`config.mk`:
```
export PLATFORM = sky130hd
export DESIGN_NAME = downcounter_tens
export DESIGN_NICKNAME = d
export VERILOG_FILES = /design/src/rtl/downcounter_tens.sv
export SDC_FILE = /design/constraint.sdc
export NUM_CORES = 1
export LEC_CHECK = 0
export BUFFER_PORTS_ARGS = -buffer_cell sky130_fd_sc_hd__buf_2
export CAP_MARGIN = 40
export CORE_ASPECT_RATIO = 1.2
export CORE_MARGIN = 4
export CORE_UTILIZATION = 49
export CTS_BUF_LIST = sky130_fd_sc_hd__clkbuf_8
export CTS_CLUSTER_SIZE = 40
export DETAILED_ROUTE_END_ITERATION = 8
export GPL_TIMING_DRIVEN = 0
export HOLD_SLACK_MARGIN = 0.02
export PLACE_DENSITY = 0.83
export SYNTH_ARGS = -nofsm -noshare
export SYNTH_HDL_FRONTEND = slang
export SYNTH_SLANG_ARGS = --single-unit
```
`constraint.sdc`:
```
create_clock -name clk -period 2.1 [get_ports clk]
set_input_delay 0.21 -clock clk [delete_from_list [all_inputs] [get_ports clk]]
set_output_delay 0.21 -clock clk [all_outputs]
set_load 0.02 [all_outputs]
```
`src/rtl/downcounter_tens.sv`:
```
// Two-digit BCD down counter with programmable wrap value, hold-at-zero mode,
// and registered borrow/done pulses for cascading countdown stages.
module downcounter_tens (
  input  logic       clk,
  input  logic       rst,
  input  logic       decrease,
  input  logic       load,
  input  logic [7:0] load_val,
  input  logic [7:0] wrap_val,
  input  logic       hold_at_zero,
  output logic [7:0] cnt,
  output logic       borrow,
  output logic       done,
  output logic       zero
);

  localparam logic [3:0] DIGIT_MAX  = 4'h9;
  localparam logic [3:0] DIGIT_ZERO = 4'h0;
  localparam logic [3:0] DIGIT_ONE  = 4'h1;
  localparam logic [7:0] BCD_ZERO   = 8'h00;

  // Out-of-range nibbles clamp to 9, each digit on its own.
  function automatic logic [3:0] clamp_digit(input logic [3:0] d);
    return (d > DIGIT_MAX) ? DIGIT_MAX : d;
  endfunction

  function automatic logic [7:0] sanitize(input logic [7:0] v);
    return {clamp_digit(v[7:4]), clamp_digit(v[3:0])};
  endfunction

  logic [3:0] tens_q, ones_q;
  logic [3:0] tens_d, ones_d;
  logic       borrow_d, done_d;
  logic [7:0] load_clean, wrap_clean;

  assign load_clean = sanitize(load_val);
  assign wrap_clean = sanitize(wrap_val);
  assign cnt        = {tens_q, ones_q};
  assign zero       = (cnt == BCD_ZERO);

  always_comb begin
    // NOTE: every output of this block gets a default first, so no path can infer a latch.
    tens_d   = tens_q;
    ones_d   = ones_q;
    borrow_d = 1'b0;
    done_d   = 1'b0;
    if (load) begin
      tens_d = load_clean[7:4];
      ones_d = load_clean[3:0];
    end else if (decrease) begin
      if (ones_q != DIGIT_ZERO) begin
        ones_d = ones_q - DIGIT_ONE;
        done_d = (tens_q == DIGIT_ZERO) && (ones_q == DIGIT_ONE);
      end else if (tens_q != DIGIT_ZERO) begin
        ones_d = DIGIT_MAX;
        tens_d = tens_q - DIGIT_ONE;
      end else if (!hold_at_zero) begin
        // Wrapping out of 00 never raises done, even when wrap_val is 00.
        tens_d   = wrap_clean[7:4];
        ones_d   = wrap_clean[3:0];
        borrow_d = 1'b1;
      end
    end
  end

  always_ff @(posedge clk or negedge rst) begin
    if (!rst) begin
      tens_q <= DIGIT_ZERO;
      ones_q <= DIGIT_ZERO;
      borrow <= 1'b0;
      done   <= 1'b0;
    end else begin
      // NOTE: non-blocking assignments keep all registers updating from the same pre-edge values.
      tens_q <= tens_d;
      ones_q <= ones_d;
      borrow <= borrow_d;
      done   <= done_d;
    end
  end

endmodule
```
==> results.md <==
- Status: completed
- IO buf count: 31
- Worst R2R Start: ones_q[0]$_DFFE_PN0P_
- Hold Slack: 0.223 ns
- Worst-path clk slew: around 0.05 ns
- Period utilisation layout: 95.2%
- Area leader, netlist: dfrtp_1
- Maximum level of the CTS H-tree: 1
- Avg Cell Area, Syn: between 9 and 10 sq um
- Commonest non-fill, non-tap cell in the layout: buf_2
- Site row count: 15
- Layout cell share with drive strength beyond 1: 43.8%
- P_leak: approximately 0.00053 uW
- Final WL: 2.32 mm
- Worst Path Required: roughly 2.3 ns
- Post-synthesis sequential area ratio: between 30% and 40%
- Clock latency at the later pin of the worst-skew pair: 0.24 ns
- Async S/R FF share, synth: 100%
- Max Clock Skew: 0.00325 ns
- Io pins: 32
- Gr ovfl total: 0
- Max FO, Critical Path: 6
- R2R setup slack: 0.10 ns
- GPL Wtd Cong: 0.891
- Hold endpoint: tens_q[3]$_DFFE_PN0P_
- Distinct cells, synth: 44
- Vias in the first global route: a little over 800
- Power Dens Cells: approximately 740 nW/um^2
- Hold Fails Final Rpt: 0
- CTS Buf Count: 3
- Setup WS post-layout: 0.101 ns
- Max VDD drop: 0.000552 V
- Ranking of synthesized cells by area: dfrtp_1 31%, mux2_2 5.5%, ha_1 4.6%
- Synth-to-Final Area Change: 35.3%
- Max_slew headroom: around 64%
- Nets: 153
- CP Capture Type: flop
- WP buf/inv: 2
- Post-synth EDFFs: 0
- Pins over their slew limit: 0
- Residual DRC count: 0
- Max Clock Freq: 500 MHz
- # diodes: 0
- Reg2reg end: ones_q[3]$_DFFE_PN0P_
- Hold WC Path Type: in -> reg
- Vias per inst: 5.97
- Post-synthesis net count: 111
- Slew @ Worst Pin: 0.539 ns
- Most used DFF post-synth: dfrtp_1
- Avg WL per Cell: 16.0 um
- Slowest CP cell: a2111oi_1
- Critical path class: reg -> reg
- Clock tree buffer depth: 2
- Flops & latches, synth: 10
- Setup violators final: 0
- Tot GR Track Use: 20.6%
- Cells after synthesis: 87
- TritonCTS clock tree: built
- Antenna violations before repair: 0
- Clock sinks: 10
- Max incr delay on CP: 0.52 ns
- Die height: 52.6 um
- Top-area cell type share of the netlist area: 30.8%
- DP HPWL: 1.65 mm
- DR pass1 iterations: 4
- Setup WS pre-CTS: -0.0198 ns
- Top delay family on crit path: compound AO/OA/AOI/OAI gates
- Hold Startpoint: load_val[7]
- Reg2Reg Depth: 7
- RSZ-0062 raised after global routing: false
- Fin crit period: 2.00 ns
- Clock root buffer: clkbuf_8
- Core region area: roughly 1500 sq um
- Initial core utilization: 54.1%
- Most frequent cells in the layout: 32 x buf_2, 10 x inv_1, 10 x dfrtp_1
- Syn. warnings: 0
- Arrival @ worst endpoint: 2.17 ns
- Max_cap viols: 0
- Hold path depth: 3
- First-pass GRT wire length: 3.49 mm
- Die W: about 45 um
- Largest net degree at the start of global routing: 11
- Starting DRT DRC Count: 20
- Antenna-violating nets left: 0
- Critical path, cell by cell: inv_1 -> ha_1 -> nor3b_4 -> nand2_1 -> clkinv_1 -> a2111oi_1 -> a221o_1
- Critical Path Start Type: flop
- Die Area: about 2400 sq um
- Routed vias: 865
- Mapped Area: between 800 and 900 sq um
## cell families after synthesis
group,count (synthesis),share of synthesized area (%)
buffers and inverters,13,6.16
adder cells (fa/ha/maj),3,4.62
flip-flops,10,30.8
AND/OR/NAND/NOR,29,25.4
multiplexers,4,5.55
AO/OA/AOI/OAI,28,27.4
## how the worst max path moves through the flow
stage	from	end	slack, ns	cells past startpoint
floorplan	ones_q[0]$_DFFE_PN0P_	ones_q[0]$_DFFE_PN0P_	0.16	6
global placement	ones_q[0]$_DFFE_PN0P_	ones_q[2]$_DFFE_PN0P_	0.03	6
detailed placement	ones_q[0]$_DFFE_PN0P_	ones_q[2]$_DFFE_PN0P_	-0.02	6
CTS	tens_q[0]$_DFFE_PN0P_	zero	0.009	6
global route	ones_q[0]$_DFFE_PN0P_	ones_q[0]$_DFFE_PN0P_	0.03	6
finish	ones_q[0]$_DFFE_PN0P_	ones_q[3]$_DFFE_PN0P_	0.10	7
## through the flow
stage	instance area, sq um	instances	util (%)	total power, uW	setup TNS (ns)
after floorplan	812	87	-	444	0
after global placement	988	135	65.8	529	0
after detailed placement	988	135	65.8	538	-0.0500
after CTS	1060	140	70.6	798	0
after global routing	1100	145	73.2	860	0
final	1100	145	73.2	817	0
## state kept, by name, summed over array words and instances, names as in the netlist
signal / count
borrow: 1
done: 1
ones_q: 4
tens_q: 4
## metal layers
layer / wire (um) / part of all wire [%] / vias up / GRT usage, %
li1: - / - / 410 / -
met1: 924 / 40 / 412 / 23.8
met2: 1170 / 50 / 35 / 34.0
met3: 149 / 6.4 / 8 / 3.44
met4: 73 / 3.2 / 0 / 13.7
met5: 0 / 0 / - / 0
## where the power goes
part | leakage (uW) | total (uW) | switching [uW] | internal (uW)
registers | 0.000125 | 264 | 44.8 | 219
clock network | 0.0000288 | 248 | 82.2 | 165
logic | 0.000380 | 305 | 159 | 146
total | 0.000534 | 817 | 286 | 531
## what timing repair did
| action | in CTS | in global routing |
|---|---|---|
| hold endpoints to repair | 10 | 0 |
| setup endpoints to repair | 4 | 5 |
| hold buffers | 1 | 0 |
| gates resized for setup | 1 | 1 |
| buffers inserted | 0 | 5 |
## worst min-delay path, delay by kind of cell
family	cells	cell delay (ns)
AOI/OAI and AO/OA	1	0.05
and+or+nand+nor	1	0.06
buffers and inverters	1	0.10
## cells in the mapped netlist (2+ instances only)
cell and count:
nand3b_1 4, o21ai_0 5, nand2b_1 2, nor3_1 2
inv_1 10, nor4b_1 2, ha_1 3, nand2_1 3
dfrtp_1 10, o2bb2ai_1 2, a31oi_1 2, a21oi_1 3
mux2_2 4, nor2_1 5
## final cells by class
class                   count  area, sq um
flip-flops and latches     10          250
inverters                  11         41.3
plain buffers               2         8.76
clock buffers               4         55.1
fillers                   116          403
multi-input cells          64          519
repair buffers             37          203
well taps                  17         21.3
Note: power is estimated with default switching activity, not from simulation.
